`src/rtl/trap_ctrl.sv`:
```
// trap_ctrl: machine-mode trap sequencer. Owns the machine timer, latches
// external/timer interrupt requests, flags illegal-instruction exceptions,
// arbitrates among them and tracks the handler until mret so traps never nest.
module trap_ctrl #(
   parameter int XLEN = 32
) (
   input  logic            clk,
   input  logic            rst,
   input  logic            irq_ext,
   input  logic            illegal_inst,
   input  logic            stall,
   input  logic            mie,
   input  logic            is_mret,
   input  logic            cmp_wr,
   input  logic [XLEN-1:0] cmp_wdata,
   output logic            interrupt,
   output logic            exception,
   output logic [XLEN-1:0] mcause,
   output logic            in_trap,
   output logic [XLEN-1:0] mtime
);

   localparam logic [1:0] IDLE    = 2'd0;
   localparam logic [1:0] TRAP    = 2'd1;
   localparam logic [1:0] HANDLER = 2'd2;

   localparam logic [XLEN-1:0] CAUSE_ILLEGAL = XLEN'(2);
   localparam logic [XLEN-1:0] CAUSE_EXT     = {1'b1, {(XLEN-5){1'b0}}, 4'hB};
   localparam logic [XLEN-1:0] CAUSE_TMR     = {1'b1, {(XLEN-4){1'b0}}, 3'h7};

   logic [1:0]      state_reg, state_next;
   logic [XLEN-1:0] mtime_reg;
   logic [XLEN-1:0] mtimecmp_reg;
   logic [XLEN-1:0] mcause_reg, mcause_next;
   logic            interrupt_reg, interrupt_next;
   logic            tmr_pend_reg;
   logic            ext_pend_reg;
   logic            irq_prev_reg;

   logic            idle;
   logic            exc_now;
   logic            irq_ok;
   logic            take_ext;
   logic            take_tmr;
   logic            ext_rise;
   logic            tmr_match;

   assign idle      = (state_reg == IDLE);
   assign exc_now   = illegal_inst & ~stall;
   assign irq_ok    = ~stall & mie & (ext_pend_reg | tmr_pend_reg) & ~exc_now;
   // External outranks timer; the losing pending bit is left untouched.
   assign take_ext  = idle & irq_ok & ext_pend_reg;
   assign take_tmr  = idle & irq_ok & ~ext_pend_reg & tmr_pend_reg;
   assign ext_rise  = irq_ext & ~irq_prev_reg;
   assign tmr_match = (mtime_reg == mtimecmp_reg);

   // Exception is combinational so the datapath can squash writes this cycle.
   assign exception = exc_now & idle;
   assign interrupt = interrupt_reg;
   assign mcause    = mcause_reg;
   assign in_trap   = (state_reg == TRAP) | (state_reg == HANDLER);
   assign mtime     = mtime_reg;

   // Free-running timer and compare register; a compare write lands next cycle.
   always_ff @(posedge clk) begin
      if (rst) begin
         mtime_reg    <= '0;
         mtimecmp_reg <= '1;
      end else begin
         mtime_reg <= mtime_reg + XLEN'(1);
         if (cmp_wr)
            mtimecmp_reg <= cmp_wdata;
      end
   end

   // Pending-request latches; a compare write beats a same-cycle match.
   always_ff @(posedge clk) begin
      if (rst) begin
         tmr_pend_reg <= 1'b0;
         ext_pend_reg <= 1'b0;
         irq_prev_reg <= 1'b0;
      end else begin
         irq_prev_reg <= irq_ext;
         if (cmp_wr)
            tmr_pend_reg <= 1'b0;
         else if (tmr_match)
            tmr_pend_reg <= 1'b1;
         else if (take_tmr)
            tmr_pend_reg <= 1'b0;
         if (ext_rise)
            ext_pend_reg <= 1'b1;
         else if (take_ext)
            ext_pend_reg <= 1'b0;
      end
   end

   // Trap FSM next-state and cause selection.
   always_comb begin
      state_next     = state_reg;
      mcause_next    = mcause_reg;
      interrupt_next = 1'b0;
      case (state_reg)
         IDLE: begin
            if (exc_now) begin
               state_next  = HANDLER;
               mcause_next = CAUSE_ILLEGAL;
            end else if (irq_ok) begin
               state_next     = TRAP;
               interrupt_next = 1'b1;
               mcause_next    = ext_pend_reg ? CAUSE_EXT : CAUSE_TMR;
            end
         end
         TRAP: begin
            state_next = HANDLER;
         end
         HANDLER: begin
            if (is_mret)
               state_next = IDLE;
         end
         default: begin
            state_next = IDLE;
         end
      endcase
   end

   // Trap FSM state, interrupt pulse and cause register.
   always_ff @(posedge clk) begin
      if (rst) begin
         state_reg     <= IDLE;
         mcause_reg    <= '0;
         interrupt_reg <= 1'b0;
      end else begin
         state_reg     <= state_next;
         mcause_reg    <= mcause_next;
         interrupt_reg <= interrupt_next;
      end
   end

endmodule

```
`config.mk`:
```
export PLATFORM = sky130hd
export DESIGN_NAME = trap_ctrl
export DESIGN_NICKNAME = d
export VERILOG_FILES = /design/src/rtl/trap_ctrl.sv
export SDC_FILE = /design/constraint.sdc
export NUM_CORES = 1
export LEC_CHECK = 0
export BUFFER_PORTS_ARGS = -buffer_cell sky130_fd_sc_hd__buf_2
export CORE_UTILIZATION = 30
export DETAILED_ROUTE_END_ITERATION = 10
export SLEW_MARGIN = 20
export SYNTH_ARGS = -nofsm -noshare
export SYNTH_HDL_FRONTEND = slang
export SYNTH_SLANG_ARGS = --single-unit
```
`constraint.sdc`:
```
create_clock -name clk -period 1.95 [get_ports clk]
set_input_delay 0.0975 -clock clk [delete_from_list [all_inputs] [get_ports clk]]
set_output_delay 0.0975 -clock clk [all_outputs]
set_load 0.05 [all_outputs]
```
==> results of run 1 <==
==> cells by family (layout without fill, tap and decap cells) <==
| logic type | after synthesis | after routing | share of synthesized area [%] |
|---|---|---|---|
| other | 1 | 27 | 0.106 |
| adder cells (fa/ha/maj) | 4 | 4 | 1.42 |
| buffers and inverters | 52 | 143 | 8.52 |
| AO/OA/AOI/OAI | 53 | 53 | 11.5 |
| flip-flops | 74 | 74 | 42.0 |
| XOR/XNOR | 57 | 57 | 14.2 |
| AND/OR/NAND/NOR | 142 | 142 | 22.3 |
==> critical path, cell delays in order (launching register included) <==
cell	delay, ns
dfxtp_1	0.42
and3_1	0.24
and3_1	0.31
nand3_4	0.15
or3_1	0.37
a21oi_1	0.15
==> report_power, final <==
group          switching, mW  internal (mW)  total [mW]
logic                  0.320          0.207       0.527
clock network          0.618           1.24        1.86
registers             0.0463           1.58        1.62
total                  0.985           3.03        4.01
==> worst max path at each step <==
stage | startpoint | to | cells past startpoint
after floorplan | mtime[7] | mtime[31] | 5
after global placement | mtime[8] | mtime[31] | 5
after detailed placement | mtime[19] | mtime[31] | 5
after CTS | mtime[19] | mtime[31] | 5
after global routing | mtime[19] | mtime[27] | 5
final | mtime[19] | mtime[31] | 5
==> cell usage in the layout (no fill, tap or decap), types with 2 or more instances in the layout <==
cell type	n
a211o_1	32
a21oi_1	7
a22o_1	2
and3_1	4
buf_12	2
buf_2	79
buf_4	7
bufinv_16	3
clkbuf_16	9
clkinv_2	3
conb_1	27
dfxtp_1	62
dfxtp_2	12
dlygate4sd3_1	33
ha_1	4
inv_1	6
nand2_1	8
nand2b_1	2
nand3_1	14
nand4_1	19
nor2_1	37
nor2b_1	36
nor3_1	6
nor4_1	2
o21a_1	2
o21ai_0	7
or3_1	6
xnor2_1	37
xor2_1	20
==> layer usage <==
metal	wire length, um	GRT usage (%)	vias up	part of all wire [%]
li1	-	-	1477	-
met1	3800	17.4	1337	45
met2	3970	23.4	87	47
met3	435	5.05	12	5.2
met4	190	4.98	0	2.3
met5	0	0	-	0
==> cell usage after synthesis, drive strengths merged <==
cell    number
xnor2       37
nor2        38
conb         1
nor2b       36
nor3         6
clkbuf      15
nand2        8
o21a         2
a22o         2
a211oi       1
or3          6
dfxtp       74
xor2        20
nand2b       2
a21oi        7
and3         5
o31a         1
nand3       16
nor4         3
nand4b       1
nand4       19
ha           4
o21ai        7
a211o       32
buf         31
inv          6
and2         1
a21o         1
and4         1
==> final cells by class <==
class,instances,area share (%)
clock inverter,6,2.24
timing repair buffer,121,17.4
inverter,6,0.480
multi-input combinational,283,39.3
sequential,74,31.9
clock buffer,10,4.88
tap,143,3.81
==> timing repair <==
item	4_1_cts	5_1_grt
hold endpoints to repair	33	0
setup endpoints to repair	0	0
hold buffers	33	0
==> impl_metrics.tcl, run 1 <==
set metrics [dict create \
    worstMarginPinSlew_ns 0.501 \
    syn-cell-area_mm2 0.00353 \
    final_layout_size_suffix_gt1_share_pct 24.0 \
    fp.dieH_um 110 \
    r2r_slack_ns 0.26 \
    hold_path_class "input pin to register" \
    finalPower_mw 4.01 \
    grt_overflow 0 \
    syn_to_final_growth_pct 33.1 \
    synth_top_area_share_pct 42.0 \
    cts_tree "yes" \
    post_synth_num_cell_types 34 \
    drt_iter0_markers 158 \
    hold_depth 4 \
    nets 539 \
    crit_path_start_kind "register" \
    root_buffer "clkbuf_16" \
    post_dp_cell_area_mm2 0.00403 \
    status "finished, final reports clean" \
    wl_mm 8.40 \
    clock_path_buffers 2 \
    setup_tns_ns 0 \
    final_cell_area_mm2 0.00469 \
    ant_nets 0 \
    numCtsBuffers 9 \
    antenna_found_initial 0 \
    yosysWarnings 0 \
    power_density_mw_per_mm2 855 \
    finalCriticalPeriod_ns 1.69 \
    synth_top_area_cell "dfxtp_1" \
    synth_cells 383 \
    whs_ns 0.126 \
    pre_cts_slack_ns 0.284 \
    ios 107 \
    synthTopCellsByArea "dfxtp_1, xnor2_1, a211o_1, nor2b_1, buf_4" \
    finalMaxSlewViolations 0 \
    htreeDepth 3 \
    rsz0062_at_grt "false" \
    via_count 2913 \
    postSynthAreaPerCell_um2 9.21 \
    routabilityCongestion 0.796 \
    timing.final.crit_share_pct 86.8 \
    skew_ns 0.00391 \
    wl_per_cell_um 13.1 \
    antenna_cells 0 \
    timing.rr.end "mtime[31]" \
    postCtsResizedCells 0 \
    num_rows 39 \
    endpoint_kind "register" \
    ys_seq_elements 74 \
    maxCapViolCount 0 \
    first_pass_iters 4 \
    postLayoutCoreUtil_pct 41.1 \
    ys_seq_area_share_pct 42.0 \
    hold_end "state_reg[0]" \
    grt_pass1_vias 2761 \
    fp.coreArea_mm2 0.0114 \
    worst_slack_ns 0.257 \
    drc 0 \
    post_cts_buffers 0 \
    grt_use_total_pct 14.3 \
    grt_pass1_wl_mm 13.7 \
    multi_input_area_mm2 0.00184 \
    peakVddDrop_mv 0.525 \
    layout.cells.non_filler 643 \
    die_area_mm2 0.0122 \
    insertion_delay_ns 0.33 \
    crit_required_ns 2.21 \
    min-delay-start "stall" \
    critPathMaxFanout 9 \
    clk_pin_slew_ns 0.06 \
    dpl.hpwl_mm 6.08 \
    viasPerCell 4.53 \
    r2r_cells 5 \
    regArea_mm2 0.00150 \
    relSlewSlack_pct 66.6 \
    cts.sinks 74 \
    setup.worst_path.class "register to register" \
    start_util_pct 30.9 \
    final_hold_viol_count 0 \
    numPortBuffers 79 \
    crit_arrival_ns 1.95 \
    placed_cells 594 \
    max_freq_mhz 590 \
    r2r_start "mtime[19]" \
    leakage_nw 1.98 \
    nFillCells 1156 \
    setup_viol 0 \
    die_w_um 110 \
    grt_max_degree 73 \
]
Note: power is estimated with default switching activity, not from simulation.
==> run 2: changes to the inputs <==
--- a/config.mk
+++ b/config.mk
@@ -5,9 +5,11 @@
 export SDC_FILE = /design/constraint.sdc
 export NUM_CORES = 1
 export LEC_CHECK = 0
+export ABC_AREA = 1
 export BUFFER_PORTS_ARGS = -buffer_cell sky130_fd_sc_hd__buf_2
 export CORE_UTILIZATION = 30
 export DETAILED_ROUTE_END_ITERATION = 10
+export GPL_TIMING_DRIVEN = 0
 export SLEW_MARGIN = 20
 export SYNTH_ARGS = -nofsm -noshare
 export SYNTH_HDL_FRONTEND = slang
==> run 2 against run 1 <==
Effect of this change:
- largest power group is now sequential cells
- critical path type unchanged
- critical path depth grew 3
- largest cell class unchanged
- synthesized area rose by 10%
- highest routed layer unchanged
- core utilization hardly changed
- cell count rose by 38%
- final area increased by 11%
==> impl_metrics.tcl, run 2 <==
set metrics [dict create \
    finalMaxSlewViolations 0 \
    postSynthAreaPerCell_um2 6.86 \
    synthTopCellsByArea "dfxtp_1, nand2_1, inv_1, buf_4, nor2_1" \
    crit_required_ns 2.16 \
    syn_to_final_growth_pct 33.6 \
    ant_nets 0 \
    cts_tree "yes" \
    first_pass_iters 4 \
    peakVddDrop_mv 0.738 \
    root_buffer "clkbuf_16" \
    die_area_mm2 0.0134 \
    post_cts_buffers 0 \
    power_density_mw_per_mm2 797 \
    grt_pass1_wl_mm 17.0 \
    setup_viol 0 \
    relSlewSlack_pct 59.5 \
    dpl.hpwl_mm 8.16 \
    leakage_nw 2.34 \
    status "finished, final reports clean" \
    worst_slack_ns 0.259 \
    hold_path_class "input pin to register" \
    whs_ns 0.00810 \
    maxCapViolCount 0 \
    crit_arrival_ns 1.90 \
    syn-cell-area_mm2 0.00388 \
    synth_edf_count 0 \
    critPathMaxFanout 6 \
    fp.dieH_um 116 \
    final_cell_area_mm2 0.00519 \
    wl_per_cell_um 11.9 \
    endpoint_kind "register" \
    wl_mm 10.6 \
    drt_iter0_markers 193 \
    ys_seq_elements 74 \
    nFillCells 1378 \
    clk_pin_slew_ns 0.06 \
    yosysWarnings 0 \
    rsz0062_at_grt "false" \
    final_layout_size_suffix_gt1_share_pct 19.8 \
    setup_tns_ns 0 \
    grt_max_degree 13 \
    routabilityCongestion 0.923 \
    antenna_cells 0 \
    grt_use_total_pct 16.6 \
    startpoint "mtime[0]" \
    numCtsBuffers 9 \
    final_cell_mix "nand2_1, buf_2, dfxtp_1, inv_1, nor2_1" \
    placed_cells 841 \
    synth_top_area_share_pct 38.1 \
    synthTopCellsByCount "nand2_1, dfxtp_1, inv_1" \
    ios 107 \
    via_count 3772 \
    clock_path_buffers 2 \
    min-delay-start "cmp_wdata[9]" \
    postCtsResizedCells 0 \
    skew_ns 0.00931 \
    setup.worst_path.class "register to register" \
    post_dp_cell_area_mm2 0.00458 \
    num_rows 41 \
    ys.flop_type "dfxtp_1" \
    crit_path_start_kind "register" \
    cts.sinks 74 \
    drc 0 \
    ys_seq_area_share_pct 38.1 \
    multi_input_area_mm2 0.00200 \
    numPortBuffers 77 \
    layout.cells.non_filler 888 \
    layout_commonest_cell "nand2_1" \
    max_freq_mhz 591 \
    grt_overflow 0 \
    nets 756 \
    final_hold_viol_count 0 \
    worstMarginPinSlew_ns 0.608 \
    yosysMostFrequentCell "nand2_1" \
    antenna_found_initial 0 \
    viasPerCell 4.25 \
    regArea_mm2 0.00148 \
    ctsHoldBuffers 32 \
    grt_pass1_vias 3437 \
    pre_cts_slack_ns 0.257 \
    htreeDepth 3 \
    synth_top_area_cell "dfxtp_1" \
    r2r_start "mtime[0]" \
    start_util_pct 30.8 \
    die_w_um 116 \
    fp.coreArea_mm2 0.0126 \
    timing.final.crit_share_pct 86.7 \
    synth_cells 566 \
    post_synth_num_cell_types 34 \
    finalCriticalPeriod_ns 1.69 \
    synthArstFlopShare_pct 0 \
    insertion_delay_ns 0.33 \
]
[run 2: cell count changes after synthesis, moves of 12 or more]
| cell | change |
|---|---|
| nand2_1 | +154 |
| xnor2_1 | -16 |
| o21ai_0 | +20 |
| inv_1 | +55 |
| nor2_1 | +15 |
| a211o_1 | -32 |
| nand4_1 | -12 |
| a21oi_1 | +30 |
| xor2_1 | -17 |
| nor2b_1 | -36 |
| nand3_1 | +19 |
[run 2: per-stage QoR]
step / total power, mW / util (%)
floorplan: 2.34 / -
global placement: 2.50 / 36.3
detailed placement: 2.50 / 36.3
CTS: 4.19 / 41.1
global route: 4.35 / 41.1
finish: 4.14 / 41.1
[run 2: cells by family after synthesis]
family | share of synthesized area (%)
buffers and inverters | 13.0
xor gates and xnor gates | 5.41
adders and majority gates | 1.29
other | 0.0965
and+or+nand+nor | 32.7
DFF | 38.1
AOI/OAI and AO/OA | 9.40
[run 2: path summary, 6_finish.rpt]
path,endpoint,slack (ns),depth (start not counted)
setup / recovery,mtime[16],0.26,8
hold / removal,mtimecmp_reg[9],0.008,3
setup reg to reg,mtime[16],0.26,8
hold reg to reg,mcause[2],0.46,2
[run 2: routing by layer]
layer	share of wire, %	global-route usage, %	vias up
met2	47	28.6	93
li1	-	-	2031
met1	48	21.3	1640
met3	5.1	2.67	8
met5	0	0	-
met4	0.72	5.04	0
[run 2: layout make-up]
class                      instances  area share [%]
inverter                          63            4.56
clock buffer                      10            4.41
multi-input combinational        412            38.5
sequential                        74            28.6
tap                              172            4.15
timing repair buffer             109            13.6
clock inverter                     5            1.09
buffer                            43            5.16
[run 2: critical path: stages (launching register included)]
cell     delay (ns)
dfxtp_1        0.44
ha_1           0.23
nand2_2        0.09
nor2_4         0.24
nand2_4        0.14
nor2_8         0.16
nand2_2        0.06
xor2_1         0.17
nor2_2         0.04
[run 2: power by group]
group / switching (mW) / total (mW) / internal [mW] / leakage [nW]
combinational: 0.570 / 0.851 / 0.281 / 1.60
sequential: 0.0579 / 1.66 / 1.61 / 0.608
clock: 0.639 / 1.62 / 0.981 / 0.138
